### config.mk
export PLATFORM = sky130hd
export DESIGN_NAME = control_unit
export DESIGN_NICKNAME = d
export VERILOG_FILES = /design/src/rtl/control_unit.sv
export SDC_FILE = /design/constraint.sdc
export NUM_CORES = 1
export LEC_CHECK = 0
export ABC_AREA = 1
export CAP_MARGIN = 0
export CORE_ASPECT_RATIO = 0.8
export CORE_UTILIZATION = 25
export CTS_BUF_LIST = sky130_fd_sc_hd__clkbuf_4
export CTS_CLUSTER_DIAMETER = 60
export DETAILED_ROUTE_END_ITERATION = 8
export SKIP_LAST_GASP = 1
export SLEW_MARGIN = 10
export SYNTH_ARGS = -nofsm -noshare
export SYNTH_HDL_FRONTEND = slang
export SYNTH_SLANG_ARGS = --single-unit
### constraint.sdc
create_clock -name clk -period 1.76 [get_ports clk]
set_input_delay 0.528 -clock clk [delete_from_list [all_inputs] [get_ports clk]]
set_output_delay 0.528 -clock clk [all_outputs]
set_load 0.005 [all_outputs]
### src/rtl/control_unit.sv
`timescale 1ns/1ps
// control_unit
// ------------
// Instruction sequencer for the 16-bit single-bus CPU. It fetches 23-bit
// instruction words from an asynchronous-read instruction memory and steps
// each instruction through a fixed multi-cycle sequence. In every cycle at
// most one source drives the bus and at most one register loads from it.
//
// Instruction word:
//   [22:20] ALU op, [19:18] class (00 MV, 01 MVI, 10 ALU, 11 HALT),
//   [5:3] Rx (destination), [2:0] Ry (source). MVI carries its 16-bit
//   immediate in bits [15:0] of the following word.
//
// Ports:
//   clk               in   1   system clock, rising edge
//   rst_n             in   1   asynchronous active-low reset
//   run               in   1   start request, honoured only in IDLE or DONE
//   instr             in   23  instruction memory data at `address`
//   address           out  6   program counter
//   code              out  23  instruction register (ALU op, immediate)
//   r_en_OH           out  10  register load enables: R0-R7, 8 = G, 9 = A
//   tri_controller_OH out  10  bus drivers: R0-R7, 8 = G, 9 = immediate
//   busy              out  1   high while an instruction sequence runs
//   done              out  1   high after HALT until the next run
module control_unit (
   input  logic        clk,
   input  logic        rst_n,
   input  logic        run,
   input  logic [22:0] instr,
   output logic [5:0]  address,
   output logic [22:0] code,
   output logic [9:0]  r_en_OH,
   output logic [9:0]  tri_controller_OH,
   output logic        busy,
   output logic        done
);

   typedef enum logic [2:0] {
      S_IDLE,
      S_FETCH,
      S_IMM,
      S_T1,
      S_T2,
      S_T3,
      S_DONE
   } state_t;

   typedef enum logic [1:0] {
      C_MV   = 2'b00,
      C_MVI  = 2'b01,
      C_ALU  = 2'b10,
      C_HALT = 2'b11
   } class_t;

   // Bus / register slot numbers outside the general-purpose file.
   localparam logic [3:0] IDX_G   = 4'd8;
   localparam logic [3:0] IDX_A   = 4'd9;
   localparam logic [3:0] IDX_IMM = 4'd9;

   state_t     state;
   class_t     cls;
   logic [2:0] rx;
   logic [2:0] ry;

   function automatic logic [9:0] one_hot(input logic [3:0] idx);
      one_hot = 10'd1 << idx;
   endfunction

   // Single sequencer process. The enables and bus selects are registered:
   // on each edge we load the values that belong to the state being entered,
   // so they are glitch-free and clear asynchronously the moment reset
   // asserts, which also guarantees no register write after rst_n falls.
   // The instruction class is kept in its own latch because IR is
   // overwritten by the immediate word of an MVI before T1 runs.
   always_ff @(posedge clk or negedge rst_n) begin
      if (!rst_n) begin
         state             <= S_IDLE;
         cls               <= C_MV;
         rx                <= 3'd0;
         ry                <= 3'd0;
         address           <= 6'd0;
         code              <= 23'd0;
         r_en_OH           <= 10'd0;
         tri_controller_OH <= 10'd0;
         busy              <= 1'b0;
         done              <= 1'b0;
      end else begin
         r_en_OH           <= 10'd0;
         tri_controller_OH <= 10'd0;
         unique case (state)
            S_IDLE, S_DONE: begin
               if (run) begin
                  address <= 6'd0;
                  state   <= S_FETCH;
                  busy    <= 1'b1;
                  done    <= 1'b0;
               end
            end
            S_FETCH: begin
               code    <= instr;
               rx      <= instr[5:3];
               ry      <= instr[2:0];
               cls     <= class_t'(instr[19:18]);
               address <= address + 6'd1;
               unique case (class_t'(instr[19:18]))
                  C_MV: begin
                     state             <= S_T1;
                     tri_controller_OH <= one_hot({1'b0, instr[2:0]});
                     r_en_OH           <= one_hot({1'b0, instr[5:3]});
                  end
                  C_MVI: begin
                     state <= S_IMM;
                  end
                  C_ALU: begin
                     state             <= S_T1;
                     tri_controller_OH <= one_hot({1'b0, instr[5:3]});
                     r_en_OH           <= one_hot(IDX_A);
                  end
                  C_HALT: begin
                     state <= S_DONE;
                     busy  <= 1'b0;
                     done  <= 1'b1;
                  end
                  default: state <= S_IDLE;
               endcase
            end
            S_IMM: begin
               code              <= instr;
               address           <= address + 6'd1;
               state             <= S_T1;
               tri_controller_OH <= one_hot(IDX_IMM);
               r_en_OH           <= one_hot({1'b0, rx});
            end
            S_T1: begin
               // Only ALU instructions continue past T1.
               if (cls == C_ALU) begin
                  state             <= S_T2;
                  tri_controller_OH <= one_hot({1'b0, ry});
                  r_en_OH           <= one_hot(IDX_G);
               end else begin
                  state <= S_FETCH;
               end
            end
            S_T2: begin
               state             <= S_T3;
               tri_controller_OH <= one_hot(IDX_G);
               r_en_OH           <= one_hot({1'b0, rx});
            end
            S_T3: begin
               state <= S_FETCH;
            end
            default: begin
               state <= S_IDLE;
               busy  <= 1'b0;
               done  <= 1'b0;
            end
         endcase
      end
   end

endmodule

# Word level (Yosys, flattened, before mapping)
# Index checks and enable logic that the tools add are counted.
# op_classes
shifts	4
bitwise_logic	1
mux	18
n_eq_ne	12
n_addsub	1
reduce_logical	10
# ops
cell	count
$pmux W10 S2	2
$pmux W10 S4	1
$shl A1 B3 Y10 const A	4
$pmux W10 S3	1
$pmux W3 S6	1
$pmux W6 S2	1
$mux W10	1
$eq A3 B3 Y1 const B	3
$mux W9	1
$pmux W3 S3	1
$reduce_or A2 Y1	4
$add A6 B1 Y6 const B	1
$eq A2 B2 Y1 const B	3
$eq A3 B2 Y1 const B	2
$mux W3	2
$mux W6	1
$pmux W1 S3	2
$mux W1	4
$ne A2 B2 Y1 const B	2
$reduce_or A4 Y1	1
$eq A3 B1 Y1 const B	1
$logic_not A3 Y1	1
$reduce_and A3 Y1	1
$eq A2 B1 Y1 const B	1
other kinds (4)	4
# totals
reg_bits	62
out_inout_bits	51

# Longest topological paths before layout
# Gate-level depths: netlist of the first run.
# logic_depth
word_depth	4
depth_mapped	9
ltp_nobuf	7

# Worst setup path after synthesis of the first run
# Ideal clock, no wire load.
# synth_path
kind	register -> register
startpoint	register state[1]
endpoint	register address[5]
path_buffers	2
stages_incl_launch_ff	9
slack_ns	0.548
setup_ns	0.117
required_time_ns	1.643
t_arrival_ns	1.096
cell_sequence	dfrtp_1 > buf_2 > nor2_1 > nor2_1 > nand2_2 > inv_2 > buf_4 > nand3_1 > nand2_1
# synth_between
elab_chain_cells	4
elab_cells_between_ends	10
classes_between	eq/ne (4); mux (1); reduce/logical (5)
# synth_rtl
element	line_no	rtl
start: declaration	60	state_t state;
start signal: assignment	77	state <= S_IDLE;
start signal: assignment	94	state <= S_FETCH;
start signal: assignment	107	state <= S_T1;
$eq A3 B3 Y1, or another cell as far along	90	unique case (state)
$reduce_or A2 Y1 (on tied branches)	--	
$ne A2 B2 Y1 (no line) or $reduce_bool A2 Y1 (tied branches)	--	
$reduce_and A2 Y1 (no line)	--	
end signal: assignment	104	address <= address + 6'd1;
end signal: assignment	129	address <= address + 6'd1;
end: declaration	30	output logic [5:0] address,
# Several ways; a longest one is shown, not always the timed one.
# A chain may end at the register's enable or synchronous reset.

# Worst setup path after layout of the first run
# layout_path
startpoint	register code[2]
endpoint	output port code[2]
# layout_rtl
element	line_no	rtl
start: declaration	31	output logic [22:0] code,
start signal: assignment	100	code <= instr;
start signal: assignment	128	code <= instr;
# No word-level cell between the ends.

==> results of run 1 <==
==> final cells by class <==
class | instances | area share
Sequential cell | 62 | 0.397
Tap cell | 140 | 0.0449
Multi-Input combinational cell | 228 | 0.255
Timing Repair Buffer | 100 | 0.231
Clock inverter | 6 | 0.0260
Inverter | 30 | 0.0288
Clock buffer | 9 | 0.0173
==> where the power goes <==
group / total, W / internal (W) / switching, W
combinational: 0.00249 / 0.00106 / 0.00142
clock: 0.00121 / 0.000699 / 0.000508
sequential: 0.00233 / 0.00196 / 0.000366
==> cells by family after synthesis <==
kind of cell | count (synthesis)
XOR/XNOR | 4
flip-flops | 62
adder cells (fa/ha/maj) | 1
buffers and inverters | 39
AND/OR/NAND/NOR | 191
AO/OA/AOI/OAI | 32
==> flip-flops by register name, indices dropped and copies added, names as in the netlist <==
name / count
cls: 2
rx: 3
code: 23
state: 3
address: 6
done: 1
busy: 1
ry: 3
r_en_OH: 10
tri_controller_OH: 10
==> metrics by stage <==
step / hold WS, ns / setup slack [ns] / area [um^2] / utilization
after floorplan: 0.232 / 0.548 / 2710 / -
after global placement: 0.462 / -0.00135 / 3740 / 0.360
after detailed placement: 0.466 / -0.0531 / 3740 / 0.360
after CTS: 0.0814 / -0.0901 / 3900 / 0.375
after global routing: 0.0864 / 0.0513 / 3900 / 0.375
final: 0.0793 / 0.153 / 3900 / 0.375
==> path summary, 6_finish.rpt <==
| path | slack (ns) | endpoint | cells after the start |
|---|---|---|---|
| min in group clk | 0.49 | code[22]$_DFFE_PN0N_ | 2 |
| worst max register to register | 0.24 | address[5]$_DFFE_PN0P_ | 6 |
| max in group asynchronous | 1.15 | state[2]$_DFFE_PN0P_ | 2 |
| worst max-delay path | 0.15 | code[2] | 1 |
| worst min-delay path | 0.08 | ry[1]$_DFFE_PN0P_ | 1 |
| worst min register to register | 0.49 | code[22]$_DFFE_PN0N_ | 2 |
==> metal layers <==
| metal | up-vias | global-route usage | share of wire | wire length, um |
|---|---|---|---|---|
| met5 | - | 0 | 0 | 0 |
| met3 | 5 | 0.0484 | 0.054 | 375 |
| met2 | 59 | 0.196 | 0.43 | 2940 |
| met4 | 0 | 0.0348 | 0.011 | 76 |
| met1 | 1136 | 0.179 | 0.51 | 3500 |
| li1 | 1237 | - | - | - |
==> timing repair <==
item | in CTS | in global routing
setup buffers | 7 | 0
hold endpoints to repair | 0 | 0
setup endpoints to repair | 51 | 1
hold buffers | 0 | 0
resized for setup | 50 | 1
==> cells in the mapped netlist, drive strengths merged <==
master,count
xor2,1
nand2,133
and2,1
inv,30
xnor2,3
dfrtp,62
nand3,24
a21oi,2
buf,9
nand4,5
o22ai,4
o21bai,1
o21ai,25
ha,1
nor2,24
nor3,4
==> flow_metrics.tcl, run 1 <==
set metrics [dict create \
    antenna_found_initial 0 \
    leakagePower_nw 2.13 \
    syn_inst 329 \
    path_clk_slew_ns 0.12 \
    yosysWarnings 0 \
    rows 33 \
    firstDrtPassIters 4 \
    grt_use_total 0.131 \
    die_height_um 95.1 \
    synthAdderAreaFrac 0.00462 \
    rsz0062_at_grt "false" \
    critPathLaunchType "flip-flop" \
    portBuffers 76 \
    timing.final.crit_share 0.913 \
    io_pins 77 \
    vias_per_cell 4.24 \
    synth_area_um2 2710 \
    multi_input_area_um2 995 \
    die_x_um 118 \
    num_vias 2437 \
    hold_class "input port to async pin" \
    final_common_cell "nand2_1" \
    dp.cells 553 \
    slew_headroom 0.644 \
    register_area_um2 1550 \
    drc_errors 0 \
    n_antenna_cell 0 \
    drt_wl_total_um 6890 \
    cts_tree "built" \
    core_region_area_um2 10400 \
    grt_pass1_wl_um 11400 \
    netlist.area_leader.share 0.573 \
    totalNegativeSetupSlack_ns 0 \
    status "completed" \
    worst_slew_pin_slew_ns 0.534 \
    routedWlPerCell_um 12.0 \
    cts_sinks 62 \
    period_needed_ns 1.61 \
    synth_xor_xnor_area_share 0.0129 \
    max_freq_ghz 0.622 \
    cts_inserted_buffers 9 \
    r2r_start "state[1]$_DFFE_PN0P_" \
    drive_gt1_frac 0.0989 \
    fillers 1110 \
    avgSynthCellArea_um2 8.23 \
    slew_viol_final 0 \
    ys_ff_latch 62 \
    syn_nets 356 \
    worstPathRequired_ns 1.23 \
    crit_chain "dlygate4sd2_1" \
    powerDensity_nw_per_um2 1540 \
    critPathMaxFanout 2 \
    critPathBufInv 1 \
    critPathKind "flip-flop to output pin" \
    arrival_ns 1.08 \
    max_cap_violations 0 \
    dp_hpwl_um 5160 \
    ant_nets 0 \
    die_area_um2 11300 \
    clock_path_buffers 2 \
    start_util 0.260 \
    synthMuxAreaShare 0 \
    synth_compound_area_frac 0.0619 \
    max_stage_delay_ns 0.41 \
    synth_top_family_by_area "simple AND/OR/NAND/NOR gates" \
    peakVddDrop_mv 0.508 \
    cts_root_buf "clkbuf_4" \
    grt_overflow 0 \
    crit_family "flip-flops" \
    ys_types 21 \
    clock_skew_ns 0.0238 \
    hold_violations 0 \
    globalplace.congestion 0.835 \
    drt-initial-drc-count 85 \
    yosys.area.top_type "dfrtp_1" \
    setup_viol 0 \
    yosys.area_share.simple 0.288 \
    total_power_w 0.00602 \
    nNetsFinal 458 \
    grt_max_degree 25 \
    end_kind "output pin" \
    grt_pass1_vias 2321 \
    yosys-top-cells-area "dfrtp_1 (57%), nand2_1 (18%), nand3_1 (4.4%)" \
    instances_no_fill 575 \
    final_cell_mix "nand2_1 (130), dfrtp_1 (62), dlygate4sd2_1 (50), inv_1 (28)" \
    cp_slowest_cell "dfrtp_1" \
    syn_to_final_growth_pct 44.1 \
    seq_area_frac_synth 0.573 \
    clock_latency_ns 0.41 \
    cp-startpoint "code[2]$_DFFE_PN0N_" \
    htreeDepth 3 \
]
(Power assumes the default switching activity.)
==> run 2, diff against run 1 <==
Settings changed: CORE_ASPECT_RATIO 0.8 to unset.
==> run 2 against run 1 <==
Via count decreased by 0.90%. Highest routed layer unchanged. Clock skew fell by 0.013 ns. Combinational power barely moved. Power shrank 2.4%. Core utilization fell by 0.52 points. Die area barely moved. Worst setup slack got worse by 0.014 ns. Hold slack improved by 0.047 ns. Critical endpoint is now address[5]. Routed wire length shrank 0.20%. Fmax down 0.88%. Cell count decreased by 0.87%.
==> flow_metrics.tcl, run 2 (same netlist as run 1, synthesis figures left out) <==
set metrics [dict create \
    status "completed" \
    largestRegisters "code: 23 flops, r_en_OH: 10 flops, tri_controller_OH: 10 flops" \
    r2r_start "state[2]$_DFFE_PN0P_" \
    cts_sinks 62 \
    antenna_found_initial 0 \
    die_area_um2 11300 \
    rows 37 \
    core_region_area_um2 10400 \
    syn_to_final_growth_pct 42.3 \
    critPathMaxFanout 4 \
    nNetsFinal 456 \
    period_needed_ns 1.62 \
    cp_slowest_cell "dfrtp_1" \
    slew_headroom 0.747 \
    drive_gt1_frac 0.0968 \
    leakagePower_nw 2.11 \
    globalplace.congestion 0.870 \
    slew_viol_final 0 \
    r2r_slack_ns 0.16 \
    firstDrtPassIters 4 \
    largest_register_ffs 23 \
    grt_pass1_wl_um 11500 \
    reg2reg_depth 5 \
    worstPathRequired_ns 1.23 \
    worst_slew_pin_slew_ns 0.379 \
    final_common_cell "nand2_1" \
    clock_path_buffers 2 \
    arrival_ns 1.09 \
    critPathKind "flip-flop to output pin" \
    clock_skew_ns 0.0111 \
    grt_pass1_vias 2380 \
    cts_tree "built" \
    place_area_um2 3700 \
    setup_viol 0 \
    fin_area_um2 3850 \
    grt_max_degree 63 \
    dp_hpwl_um 5070 \
    finalHoldWorstSlack_ns 0.127 \
    portBuffers 76 \
    drt-initial-drc-count 88 \
    max_stage_delay_ns 0.43 \
    critPathLaunchType "flip-flop" \
    cp-startpoint "address[5]$_DFFE_PN0P_" \
    routedWlPerCell_um 12.1 \
    max_freq_ghz 0.617 \
    hold_violations 0 \
    rsz0062_at_grt "false" \
    regMostFlops "code" \
    end_kind "output pin" \
    max_cap_violations 0 \
    io_pins 77 \
    final_cell_mix "nand2_1 (130), dfrtp_1 (62), dlygate4sd2_1 (50), inv_1 (28)" \
    start_util 0.260 \
    peakVddDrop_mv 0.585 \
    clock_latency_ns 0.40 \
    critPathBufInv 1 \
    grt_overflow 0 \
    hold_class "input port to async pin" \
    grt_use_total 0.132 \
    htreeDepth 3 \
    n_antenna_cell 0 \
    crit_chain "dlygate4sd2_1" \
    die_height_um 106 \
    drc_errors 0 \
    crit_family "flip-flops" \
    ant_nets 0 \
    num_vias 2415 \
    timing.final.crit_share 0.921 \
    vias_per_cell 4.24 \
    cts_root_buf "clkbuf_4" \
    drt_wl_total_um 6880 \
    powerDensity_nw_per_um2 1520 \
    die_x_um 106 \
    cts_inserted_buffers 9 \
    reg2reg_to "state[2]$_DFFE_PN0P_" \
    path_clk_slew_ns 0.10 \
]
==> run 2: cell types whose count changed in the layout (fill, tap and decap cells not counted), sizes merged <==
cell    previous run  this run
buf               25        23
bufinv             3         2
clkbuf             9        10
clkinv             3         4
==> run 2: worst max-delay path by stage <==
stage / endpoint / slack, ns / depth (start not counted)
floorplan: address[5]$_DFFE_PN0P_ / 0.55 / 8
global placement: tri_controller_OH[4]$_DFF_PN0_ / -0.05 / 6
detailed placement: tri_controller_OH[2]$_DFF_PN0_ / -0.07 / 6
CTS: address[3] / -0.05 / 1
global route: state[2]$_DFFE_PN0P_ / 0.03 / 5
finish: address[5] / 0.14 / 1
==> run 2: power breakdown <==
part           internal [W]  total (W)  switching, W
Clock              0.000577    0.00108      0.000504
Combinational       0.00106    0.00247       0.00142
Sequential          0.00196    0.00232      0.000360
==> run 2: stage by stage <==
| stage | TNS, ns | power, W | worst slack [ns] | utilization | cells |
|---|---|---|---|---|---|
| final | 0 | 0.00588 | 0.139 | 0.370 | 570 |
| after global routing | 0 | 0.00642 | 0.0293 | 0.370 | 570 |
| after CTS | -0.0497 | 0.00597 | -0.0497 | 0.370 | 570 |
| after detailed placement | -0.542 | 0.00504 | -0.0723 | 0.355 | 546 |
| after global placement | -0.208 | 0.00498 | -0.0508 | 0.355 | 546 |
| after floorplan | 0 | 0.00373 | 0.548 | - | 329 |
==> run 2: cell type report <==
type	instances	area (um^2)
fillers	1099	6560
inverters	30	113
clock buffers	10	75.1
multi-input cells	228	995
repair buffers	98	873
well taps	136	170
clock inverters	6	76.3
flip-flops and latches	62	1550
==> run 2: layer usage <==
metal	share of wire	wire length (um)	track usage
met5	0	0	0
met4	0.021	146	0.0575
met3	0.050	347	0.0368
met2	0.45	3120	0.208
met1	0.47	3260	0.170
==> run 2: what timing repair did <==
action / 4_1_cts / 5_1_grt
hold buffers: 0 / 0
endpoints found under the setup margin: 51 / 1
resized for setup: 50 / 1
pin swaps: 0 / 0
hold endpoints to repair: 0 / 0
buffers inserted: 8 / 0
